==> src/rtl/fb_scanout.sv <==
// XGA scan-out engine: timing generator, 2x2-upscaled framebuffer reader, vblank buffer swap.
// Optional colour-bar source enabled by defining FB_SCANOUT_TEST_PATTERN_EN.
module fb_scanout #(
  parameter int H_ACTIVE     = 1024,
  parameter int H_FP         = 24,
  parameter int H_SYNC       = 136,
  parameter int H_BP         = 160,
  parameter int V_ACTIVE     = 768,
  parameter int V_FP         = 3,
  parameter int V_SYNC       = 6,
  parameter int V_BP         = 29,
  parameter int FB_WIDTH     = 512,
  parameter int BUF_OFFSET   = 196608,
  parameter int ADDR_BITS    = 19,
  parameter int READ_LATENCY = 2
) (
  input  logic                 clk,
  input  logic                 rst_n,
  input  logic                 enable,
  input  logic                 swap_req,
`ifdef FB_SCANOUT_TEST_PATTERN_EN
  input  logic                 test_pattern,
`endif
  output logic                 swap_ack,
  output logic                 front_buf,
  output logic                 frame_start,
  output logic                 fb_rd_en,
  output logic [ADDR_BITS-1:0] fb_addr,
  input  logic [15:0]          fb_data,
  output logic [3:0]           vga_r,
  output logic [3:0]           vga_g,
  output logic [3:0]           vga_b,
  output logic                 vga_hs,
  output logic                 vga_vs
);
  localparam int H_TOTAL = H_ACTIVE + H_FP + H_SYNC + H_BP;
  localparam int V_TOTAL = V_ACTIVE + V_FP + V_SYNC + V_BP;
  localparam int HW      = $clog2(H_TOTAL);
  localparam int VW      = $clog2(V_TOTAL);
  localparam int LAT     = READ_LATENCY;

  logic [HW-1:0] h;
  logic [VW-1:0] v;

  always_ff @(posedge clk or negedge rst_n) begin
    if (!rst_n) begin
      h <= '0;
      v <= '0;
    end else if (!enable) begin
      h <= '0;
      v <= '0;
    end else if (h == HW'(H_TOTAL - 1)) begin
      h <= '0;
      v <= (v == VW'(V_TOTAL - 1)) ? '0 : v + VW'(1);
    end else begin
      h <= h + HW'(1);
    end
  end

  // Stage p0: decode the current counter position
  logic                 act_p0, rd_p0, hs_p0, vs_p0;
  logic [ADDR_BITS-1:0] addr_p0;

  always_comb begin
    act_p0  = enable && (h < HW'(H_ACTIVE)) && (v < VW'(V_ACTIVE));
    hs_p0   = (h >= HW'(H_ACTIVE + H_FP)) && (h < HW'(H_ACTIVE + H_FP + H_SYNC));
    vs_p0   = (v >= VW'(V_ACTIVE + V_FP)) && (v < VW'(V_ACTIVE + V_FP + V_SYNC));
    addr_p0 = (front_buf ? ADDR_BITS'(BUF_OFFSET) : '0)
            + ADDR_BITS'(FB_WIDTH) * ADDR_BITS'(v >> 1)
            + ADDR_BITS'(h >> 1);
`ifdef FB_SCANOUT_TEST_PATTERN_EN
    rd_p0   = act_p0 && !test_pattern;
`else
    rd_p0   = act_p0;
`endif
  end

  // Stage p1: BRAM request; the address holds through blanking
  always_ff @(posedge clk or negedge rst_n) begin
    if (!rst_n) begin
      fb_addr  <= '0;
      fb_rd_en <= 1'b0;
    end else begin
      fb_rd_en <= rd_p0;
      if (act_p0) fb_addr <= addr_p0;
    end
  end

  // Flips only at vblank start, so no active-region address is ever in flight across a swap
  always_ff @(posedge clk or negedge rst_n) begin
    if (!rst_n) begin
      frame_start <= 1'b0;
      swap_ack    <= 1'b0;
      front_buf   <= 1'b0;
    end else begin
      frame_start <= enable && (h == '0) && (v == '0);
      swap_ack    <= 1'b0;
      if ((h == '0) && (v == VW'(V_ACTIVE)) && swap_req) begin
        swap_ack  <= 1'b1;
        front_buf <= ~front_buf;
      end
    end
  end

  // Stages p1..p(LAT+1): sideband shift register matching the BRAM read latency
  logic [LAT:0] act_sr, hs_sr, vs_sr;
`ifdef FB_SCANOUT_TEST_PATTERN_EN
  logic [LAT:0]      tp_sr;
  logic [LAT:0][2:0] bar_sr;
`endif

  always_ff @(posedge clk or negedge rst_n) begin
    if (!rst_n) begin
      act_sr <= '0;
      hs_sr  <= '0;
      vs_sr  <= '0;
`ifdef FB_SCANOUT_TEST_PATTERN_EN
      tp_sr  <= '0;
      bar_sr <= '0;
`endif
    end else begin
      act_sr <= {act_sr[LAT-1:0], act_p0};
      hs_sr  <= {hs_sr[LAT-1:0], hs_p0};
      vs_sr  <= {vs_sr[LAT-1:0], vs_p0};
`ifdef FB_SCANOUT_TEST_PATTERN_EN
      tp_sr  <= {tp_sr[LAT-1:0], test_pattern};
      bar_sr <= {bar_sr[LAT-1:0], h[9:7]};
`endif
    end
  end

`ifdef FB_SCANOUT_TEST_PATTERN_EN
  function automatic logic [11:0] bar_colour(input logic [2:0] idx);
    case (idx)
      3'd0:    return 12'hFFF;
      3'd1:    return 12'hFF0;
      3'd2:    return 12'h0FF;
      3'd3:    return 12'h0F0;
      3'd4:    return 12'hF0F;
      3'd5:    return 12'hF00;
      3'd6:    return 12'h00F;
      default: return 12'h000;
    endcase
  endfunction
`endif

  logic [11:0] rgb_pl;
  logic        unused_fb_hi;
  assign unused_fb_hi = ^fb_data[15:12];

  always_comb begin
    rgb_pl = act_sr[LAT] ? fb_data[11:0] : 12'h000;
`ifdef FB_SCANOUT_TEST_PATTERN_EN
    if (act_sr[LAT] && tp_sr[LAT]) rgb_pl = bar_colour(bar_sr[LAT]);
`endif
  end

  // Output stage: pin registers, syncs inverted to active-low
  always_ff @(posedge clk or negedge rst_n) begin
    if (!rst_n) begin
      vga_r  <= '0;
      vga_g  <= '0;
      vga_b  <= '0;
      vga_hs <= 1'b1;
      vga_vs <= 1'b1;
    end else begin
      {vga_r, vga_g, vga_b} <= rgb_pl;
      vga_hs <= ~hs_sr[LAT];
      vga_vs <= ~vs_sr[LAT];
    end
  end
endmodule
==> config.mk <==
export PLATFORM = sky130hd
export DESIGN_NAME = fb_scanout
export DESIGN_NICKNAME = d
export VERILOG_FILES = /design/src/rtl/fb_scanout.sv
export SDC_FILE = /design/constraint.sdc
export NUM_CORES = 1
export LEC_CHECK = 0
export CAP_MARGIN = 10
export CORE_ASPECT_RATIO = 0.6
export CORE_MARGIN = 3
export CORE_UTILIZATION = 45
export DETAILED_ROUTE_END_ITERATION = 8
export DONT_BUFFER_PORTS = 1
export GPL_TIMING_DRIVEN = 0
export SLEW_MARGIN = 20
export SYNTH_ARGS = -nofsm -noshare
export SYNTH_HDL_FRONTEND = slang
export SYNTH_SLANG_ARGS = --single-unit
==> constraint.sdc <==
create_clock -name clk -period 4.3 [get_ports clk]
set_input_delay 1.075 -clock clk [delete_from_list [all_inputs] [get_ports clk]]
set_output_delay 1.075 -clock clk [all_outputs]
set_load 0.03 [all_outputs]
==> flow_metrics.tcl, run 1 <==
set metrics [dict create \
    cts.path.max_buffers 2 \
    hold_path_depth 0 \
    place.port_buffers 0 \
    antenna_cells 0 \
    slew_viol_final 0 \
    wl_um 6176 \
    arrival_ns 0.96 \
    place_hpwl_um 4448 \
    finalSetupTns_ns 0 \
    die_x_um 110.9 \
    rsz0062_at_grt "false" \
    drive_gt1_share_pct 10.33 \
    syn_inst 284 \
    die_y_um 68.93 \
    drt-vias-per-instance 5.346 \
    io_pins 57 \
    fin_crit_ns 2.038 \
    synth.cell_area_mm2 0.002970 \
    status "finished, final reports clean" \
    antenna_left 0 \
    clk_pin_slew_worst_paths_ns 0.08 \
    drtPass1Iterations 4 \
    synth_commonest_cells "dfrtp_1, nand2_1, nor2_1" \
    synthFlopType "dfrtp_1" \
    maxCapViolCount 0 \
    synth_top_area_share_pct 53.92 \
    ys_seq_area_share_pct 55.69 \
    synth_edf_count 0 \
    gp_congestion 0.8168 \
    wl_per_cell_um 16.08 \
    area_growth_pct 10.32 \
    period_share_pct 47.40 \
    r2r.worst_path.cells 5 \
    start_kind "flop" \
    cts_resized 0 \
    finalHoldViolCount 0 \
    drc 0 \
    vdd_ir_drop_max_uv 180.6 \
    dieArea_mm2 0.007643 \
    vias 2053 \
    worst-setup-path-type "reg -> out" \
    worst_pin_slew_ns 0.5483 \
    ys_ff_latch 66 \
    htree_levels 3 \
    async_reset_ff_share_pct 100.0 \
    syn_nets 314 \
    crit_fanout 1 \
    fillers 558 \
    skew_ns 0.004300 \
    setup_viol 0 \
    drt_iter0_markers 185 \
    cts_setup_buffers 0 \
    min_to "hs_sr[2]$_DFF_PN0_" \
    yosys.cell_count.top_type "dfrtp_1" \
    clkLatencyLatePin_ns 0.35 \
    grt_pass1_vias 1859 \
    r2r-end "v[9]$_DFFE_PN0P_" \
    r2r_start "v[4]$_DFFE_PN0P_" \
    final_util_pct 52.44 \
    core_area_mm2 0.006248 \
    critPathCaptureType "primary output" \
    synth_area_leaders "dfrtp_1, nand2_1, ha_1" \
    avgSynthCellArea_um2 10.46 \
    grt_pass1_wl_um 10150 \
    slew-limit-headroom_pct 63.45 \
    cts_hold_buf 0 \
    cts_buffers 9 \
    required_ns 3.22 \
    yosys.area.top_type "dfrtp_1" \
    power.density_mw_per_mm2 390.6 \
    min_path_type "reg -> reg" \
    grt_usage_pct 17.38 \
    clock-sinks 66 \
    p_leak_nw 1.497 \
    grt_antenna_before_repair 0 \
    grt_overflow 0 \
    nNetsFinal 325 \
    ys_warn_count 0 \
    fmaxAchievable_mhz 490.7 \
    grt_max_degree 67 \
    placement_rows 22 \
    clockRootBuffer "clkbuf_8" \
    yosysUniqueCellTypes 46 \
    start_util_pct 47.54 \
    hp-start "hs_sr[1]$_DFF_PN0_" \
    rrSetupSlack_ns 2.28 \
    cts_tree "done" \
]
## per-layer routing
layer	vias to the layer above	wire length (µm)	global-route usage (%)
met5	-	0	0
met4	0	42	5.991
met3	6	438	6.364
met2	68	2435	23.72
met1	986	3260	25.18
li1	993	-	-
## stage by stage
stage               total power [mW]  worst slack, ns  hold WS (ns)  std cells  area, µm²
floorplan                     0.7440            2.405        0.3312        284       2970
finish                         1.280            2.262        0.3508        384       3277
CTS                            1.296            2.245        0.3527        384       3277
global placement              0.7638            2.039        0.3324        368       3075
global route                   1.335            2.130        0.3569        384       3277
detailed placement            0.7652            2.042        0.3347        368       3075
## worst max path at each step
| stage | slack, ns | depth (start not counted) | endpoint | startpoint |
|---|---|---|---|---|
| 2_1_floorplan | 2.40 | 4 | fb_addr[0]$_DFFE_PN0P_ | enable |
| 3_3_place_gp | 2.04 | 4 | fb_addr[5]$_DFFE_PN0P_ | enable |
| 3_5_place_dp | 2.04 | 4 | fb_addr[5]$_DFFE_PN0P_ | enable |
| 4_1_cts | 2.25 | 0 | vga_vs | vga_vs$_DFF_PN1_ |
| 5_1_grt | 2.13 | 5 | v[9]$_DFFE_PN0P_ | v[4]$_DFFE_PN0P_ |
| 6_report | 2.26 | 0 | vga_vs | vga_vs$_DFF_PN1_ |
## state kept, by name, summed over array words and instances, names as in the netlist, 3 cells and up
| register | count |
|---|---|
| fb_addr | 19 |
| h | 11 |
| v | 10 |
| vga_b | 4 |
| vga_g | 4 |
| vga_r | 4 |
| act_sr | 3 |
| hs_sr | 3 |
| vs_sr | 3 |
## layout make-up
cell class              instances  area (µm²)  share of cell area (%)
plain buffers                  15       73.82                   2.253
well taps                      84       105.1                   3.207
flip-flops and latches         66        1654                   50.48
inverters                       9       33.78                   1.031
clock inverters                 7       77.57                   2.367
multi-input cells             194        1209                   36.88
clock buffers                   9       123.9                   3.780
## power breakdown
group	internal, mW	switching [mW]	leakage, nW
Sequential	0.641	0.0452	0.887
Combinational	0.0281	0.0383	0.510
Clock	0.272	0.255	0.100
Total	0.941	0.339	1.50
## cells in the final DEF (no fill, tap or decap), drive strengths merged, types with 2 or more instances in the layout
cell    instances
xor2            6
and2           14
and3            4
inv            11
nor2b           2
buf             5
a221o           2
nor3           10
ha             10
nand4           4
dfrtp          64
nor2           22
nand3          12
xnor2           8
nand2          49
a21oi           2
o31ai           2
a22o            6
nor4b           2
clkinv          3
o21ai          20
or3             4
dfstp           2
and4            2
clkbuf         19
## cell families (layout without fill, tap and decap cells)
kind of cell	Yosys count	count (layout)	share of synthesized area, %
simple gates	129	129	21.44
flops	66	66	55.69
compound gates	41	41	10.91
buf+inv	24	40	3.622
xor+xnor	14	14	4.128
fa+ha+maj	10	10	4.212
Note: power is estimated with default switching activity, not from simulation.
==> inputs of run 2 (changes only) <==
==> constraint.sdc (replaced) <==
create_clock -name clk -period 1.73 [get_ports clk]
set_input_delay 0.4325 -clock clk [delete_from_list [all_inputs] [get_ports clk]]
set_output_delay 0.4325 -clock clk [all_outputs]
set_load 0.03 [all_outputs]
==> run 2 against run 1 <==
  * The flow now finishes with violations (hold timing, setup timing)
  * Via count increased by 0.68%
  * Clock-buffer cell count is the same
  * Register-to-register slack got worse by 2.4 ns
  * Combinational power grew to 2.9 times the previous value
  * Worst setup slack got worse by 2.4 ns
  * Non-clock buffer count increased by 6
  * Sequential cell count stayed put
  * Highest routed layer unchanged
  * Largest power group unchanged
  * Clock power up 150%
  * Sequential share of layout area is 2.0 points lower
  * Clock skew rose by 0.00074 ns
  * First-iteration DRC count grew 6.5%
==> flow_metrics.tcl, run 2 (same netlist as run 1, synthesis figures left out) <==
set metrics [dict create \
    status "complete, but fails checks" \
    violations "hold timing, setup timing" \
    skew_ns 0.005038 \
    clk_pin_slew_worst_paths_ns 0.08 \
    wl_um 6313 \
    largest_reg_flops 19 \
    dieArea_mm2 0.007643 \
    fillers 536 \
    rsz0062_at_grt "true" \
    grt_max_degree 67 \
    final_area_mm2 0.003418 \
    grt_usage_pct 17.91 \
    finalSetupTns_ns -1.216 \
    drtPass1Iterations 4 \
    area_growth_pct 15.08 \
    slowest_delay_ns 0.56 \
    htree_levels 3 \
    slew-limit-headroom_pct 67.45 \
    die_x_um 110.9 \
    layout_commonest_cell "dfrtp_1" \
    vdd_ir_drop_max_uv 481.1 \
    crit_path_cell_trace "or4b_4 > o41a_4 > buf_4 > buf_6 > and2_4" \
    grt_antenna_before_repair 0 \
    core_area_mm2 0.006248 \
    finalHoldViolCount 66 \
    nNetsFinal 331 \
    place.port_buffers 0 \
    worst_pin_slew_ns 0.4883 \
    largest-register "fb_addr" \
    cp_slowest_cell "or4b_4" \
    cp_top_family "simple AND/OR/NAND/NOR gates" \
    setup_viol 10 \
    clkLatencyLatePin_ns 0.34 \
    regArea_mm2 0.001658 \
    reg_top3 "fb_addr: 19 flops, h: 11 flops, v: 10 flops" \
    cts.path.max_buffers 2 \
    cts_tree "done" \
    required_ns 1.97 \
    critical_path_buf_inv_count 2 \
    wl_per_cell_um 16.19 \
    p_leak_nw 1.550 \
    fmaxAchievable_mhz 534.6 \
    grt_pass1_vias 1903 \
    fin_ws_ns -0.1407 \
    place_hpwl_um 4485 \
    antenna_left 0 \
    crit_fanout 7 \
    critPathCaptureType "flop" \
    power.density_mw_per_mm2 940.0 \
    drc 0 \
    multi_input_area_mm2 0.001272 \
    drive_gt1_share_pct 19.61 \
    antenna_cells 0 \
    finalPower_mw 3.213 \
    io_pins 57 \
    die_y_um 68.93 \
    clock-sinks 66 \
    gp_congestion 0.8963 \
    start_util_pct 47.54 \
    grt_pass1_wl_um 10500 \
    hold-worst-slack_ns -0.2274 \
    period_share_pct 108.1 \
    worst-setup-path-type "reg -> reg" \
    maxCapViolCount 0 \
    clockRootBuffer "clkbuf_8" \
    arrival_ns 2.11 \
    grt_overflow 0 \
    drt-vias-per-instance 5.300 \
    dpl-instance-area_mm2 0.003075 \
    start_kind "flop" \
    fin_crit_ns 1.871 \
    mostFrequentLayoutCells "dfrtp_1, nand2_1, nor2_1" \
    min_path_type "in -> async" \
    slew_viol_final 0 \
    vias 2067 \
    cts_buffers 9 \
    drt_iter0_markers 197 \
    placement_rows 22 \
]
## run 2: changes by cell type in the layout (fill, tap and decap cells not counted), sizes merged
cell,before,now
buf,5,11
## run 2: layout make-up
cell class              instances  area share (%)
repair buffers                  7           2.233
well taps                      84           3.075
multi-input cells             194           37.23
inverters                       9          0.9883
clock buffers                   9           3.624
plain buffers                  14           2.086
clock inverters                 7           2.269
flip-flops and latches         66           48.50
## run 2: metrics by stage
| step | utilization, % | cells | worst slack [ns] |
|---|---|---|---|
| final | 54.71 | 390 | -0.1407 |
| after floorplan | - | 284 | -0.1156 |
| after CTS | 53.84 | 389 | -0.1908 |
| after global placement | 49.22 | 368 | -0.2542 |
| after detailed placement | 49.22 | 368 | -0.2485 |
| after global routing | 54.71 | 390 | -0.2333 |
## run 2: repair_timing
item,CTS,global route
pin swaps,10,13
setup endpoints to repair,32,24
hold endpoints to repair,66,66
resized for setup,17,15
setup buffers,6,1
## run 2: final timing paths
path | from | to | slack (ns) | cells past startpoint
setup / recovery | h[9]$_DFF_PN0_ | h[1]$_DFF_PN0_ | -0.14 | 5
hold / removal | rst_n | vga_r[0]$_DFF_PN0_ | -0.23 | 0
setup reg to reg | h[9]$_DFF_PN0_ | h[1]$_DFF_PN0_ | -0.14 | 5
hold reg to reg | act_sr[1]$_DFF_PN0_ | act_sr[2]$_DFF_PN0_ | 0.35 | 0
max in group asynchronous | rst_n | vga_vs$_DFF_PN1_ | 1.77 | 0
min in group clk | fb_data[4] | vga_g[0]$_DFF_PN0_ | 0.22 | 1
## run 2: per-layer routing
layer,share of wire (%),vias up,track usage [%]
li1,-,1007,-
met1,49,992,25.40
met2,43,62,25.53
met3,7.5,6,6.800
met4,0.67,0,5.069
met5,0,-,0
## run 2: report_power, final
part / leakage (nW) / internal, mW / switching, mW
Combinational: 0.567 / 0.0911 / 0.104
Clock: 0.100 / 0.677 / 0.634
Sequential: 0.882 / 1.59 / 0.114
==> inputs of run 3 (changes only) <==
--- a/config.mk
+++ b/config.mk
@@ -5,13 +5,13 @@
 export SDC_FILE = /design/constraint.sdc
 export NUM_CORES = 1
 export LEC_CHECK = 0
-export CAP_MARGIN = 10
+export CAP_MARGIN = 20
 export CORE_ASPECT_RATIO = 0.6
-export CORE_MARGIN = 3
 export CORE_UTILIZATION = 45
 export DETAILED_ROUTE_END_ITERATION = 8
 export DONT_BUFFER_PORTS = 1
 export GPL_TIMING_DRIVEN = 0
+export PLACE_DENSITY = 0.67
 export SLEW_MARGIN = 20
 export SYNTH_ARGS = -nofsm -noshare
 export SYNTH_HDL_FRONTEND = slang
==> run 3 against run 2 <==
  * The run still ends with hold timing, setup timing left
  * Sequential power about the same
  * Via count increased by 2.3%
  * Worst setup slack better by 0.013 ns
  * Clock power about the same
  * Wire length is 0.84% higher
  * Sequential share of layout area shrank 0.30 points
  * Clock-buffer cell count is the same
  * Power grew 0.78%
  * Critical path depth is 1 lower
  * Global-route usage up 3.0 points
  * Die area is 9.2% lower
  * First-iteration DRC count decreased by 25%
  * Largest cell class unchanged
  * Largest power group unchanged
==> flow_metrics.tcl, run 3 (same netlist as run 1, synthesis figures left out) <==
set metrics [dict create \
    period_share_pct 107.4 \
    grt_antenna_before_repair 0 \
    area_growth_pct 15.96 \
    drive_gt1_share_pct 20.90 \
    start_util_pct 47.54 \
    io_pins 57 \
    clkLatencyLatePin_ns 0.34 \
    core_area_mm2 0.006248 \
    setup_viol 17 \
    layout_commonest_cell "dfrtp_1" \
    wl_per_cell_um 16.12 \
    slowest_delay_ns 0.56 \
    cp_slowest_cell "or4b_4" \
    worst-setup-path-type "reg -> reg" \
    die_y_um 64.93 \
    largest_reg_flops 19 \
    start_kind "flop" \
    min_path_type "in -> async" \
    mostFrequentLayoutCells "dfrtp_1, nand2_1, nor2_1" \
    met2_usage_pct 28.87 \
    clockRootBuffer "clkbuf_8" \
    cp_top_family "simple AND/OR/NAND/NOR gates" \
    violations "hold timing, setup timing" \
    dp_cells 368 \
    power.density_mw_per_mm2 940.1 \
    drt_iter0_markers 147 \
    fin_ws_ns -0.1281 \
    reg_top3 "fb_addr: 19 flops, h: 11 flops, v: 10 flops" \
    slew-limit-headroom_pct 65.71 \
    nNetsFinal 336 \
    grt_use_met3_pct 6.237 \
    drc 0 \
    fin_crit_ns 1.858 \
    arrival_ns 2.14 \
    grt_pass1_vias 2109 \
    clk_pin_slew_worst_paths_ns 0.08 \
    skew_ns 0.008601 \
    antenna_cells 0 \
    rsz0062_at_grt "true" \
    met1_usage_pct 30.41 \
    hold-worst-slack_ns -0.2239 \
    finalPower_mw 3.238 \
    grt_max_degree 67 \
    wl_um 6366 \
    grt_overflow 0 \
    grt-busiest-layer "met1" \
    gp_congestion 0.8482 \
    slew_viol_final 0 \
    worst_pin_slew_ns 0.5144 \
    cts_buffers 9 \
    r2r.worst_path.cells 4 \
    maxCapViolCount 0 \
    crit_fanout 8 \
    critPathCaptureType "flop" \
    vias 2115 \
    cp-startpoint "h[9]$_DFF_PN0_" \
    grt_pass1_wl_um 10940 \
    rrSetupSlack_ns -0.13 \
    largest-register "fb_addr" \
    place_hpwl_um 4481 \
    placement_rows 22 \
    clock-sinks 66 \
    place.port_buffers 0 \
    status "complete, but fails checks" \
    vdd_ir_drop_max_uv 503.5 \
    cts_tree "done" \
    p_leak_nw 1.566 \
    r2r_start "h[9]$_DFF_PN0_" \
    antenna_left 0 \
    r2r-end "v[5]$_DFFE_PN0P_" \
    cts.path.max_buffers 2 \
    finalHoldViolCount 66 \
    htree_levels 3 \
    fin_cells 395 \
    drt-vias-per-instance 5.354 \
    fmaxAchievable_mhz 538.2 \
    dieArea_mm2 0.006940 \
    drtPass1Iterations 4 \
    grt_usage_pct 20.92 \
    die_x_um 106.9 \
    crit_path_cell_trace "or4b_4 > o41a_4 > nor2_4 > a22o_1" \
    critical_path_buf_inv_count 0 \
    required_ns 2.01 \
]
==> run 3: power breakdown <==
part / internal (mW) / switching [mW] / leakage (nW)
combinational: 0.113 / 0.113 / 0.590
sequential: 1.59 / 0.111 / 0.879
clock: 0.675 / 0.634 / 0.0962
total: 2.38 / 0.857 / 1.57
==> run 3: per-stage QoR <==
stage	worst slack (ns)	area (µm²)	util [%]	setup TNS, ns	hold WS (ns)
CTS	-0.2312	3385	54.17	-2.860	-0.2390
floorplan	-0.1156	2970	-	-0.5239	0.1369
finish	-0.1281	3445	55.13	-1.318	-0.2239
global route	-0.1818	3445	55.13	-2.374	-0.2462
global placement	-0.2446	3075	49.22	-2.749	0.1382
detailed placement	-0.2654	3075	49.22	-3.824	0.1382
==> run 3: area by class of cell <==
class,instances,area (µm²)
buffer,12,67.56
inverter,9,33.78
sequential,66,1660
fill,536,2804
clock inverter,7,76.32
clock buffer,9,123.9
timing repair buffer,14,121.4
tap,84,105.1
multi-input combinational,194,1256
==> run 3: how the worst max path moves through the flow <==
stage                  endpoint  slack, ns  cells past startpoint
3_5_place_dp   v[3]$_DFFE_PN0P_      -0.27                      5
2_1_floorplan  v[3]$_DFFE_PN0P_      -0.12                      4
6_report       v[5]$_DFFE_PN0P_      -0.13                      4
3_3_place_gp   v[4]$_DFFE_PN0P_      -0.24                      6
4_1_cts        v[5]$_DFFE_PN0P_      -0.23                      5
5_1_grt        v[6]$_DFFE_PN0P_      -0.18                      4
==> run 3: metal layers <==
layer | vias up | part of all wire, %
li1 | 1008 | -
met1 | 1027 | 49
met2 | 70 | 41
met3 | 10 | 8.2
met4 | 0 | 1.4
met5 | - | 0
==> run 3: repair_timing <==
item                                    in CTS  in global routing
pin swaps                                   10                  4
buffers inserted                             9                  5
endpoints found under the setup margin      35                 22
gates resized for setup                     18                 10
hold endpoints to repair                    66                 66
==> run 3: worst register-to-register path: stages (launching register included) <==
cell	delay, ns
dfrtp_2	0.41
or4b_4	0.56
o41a_4	0.42
nor2_4	0.22
a22o_1	0.18
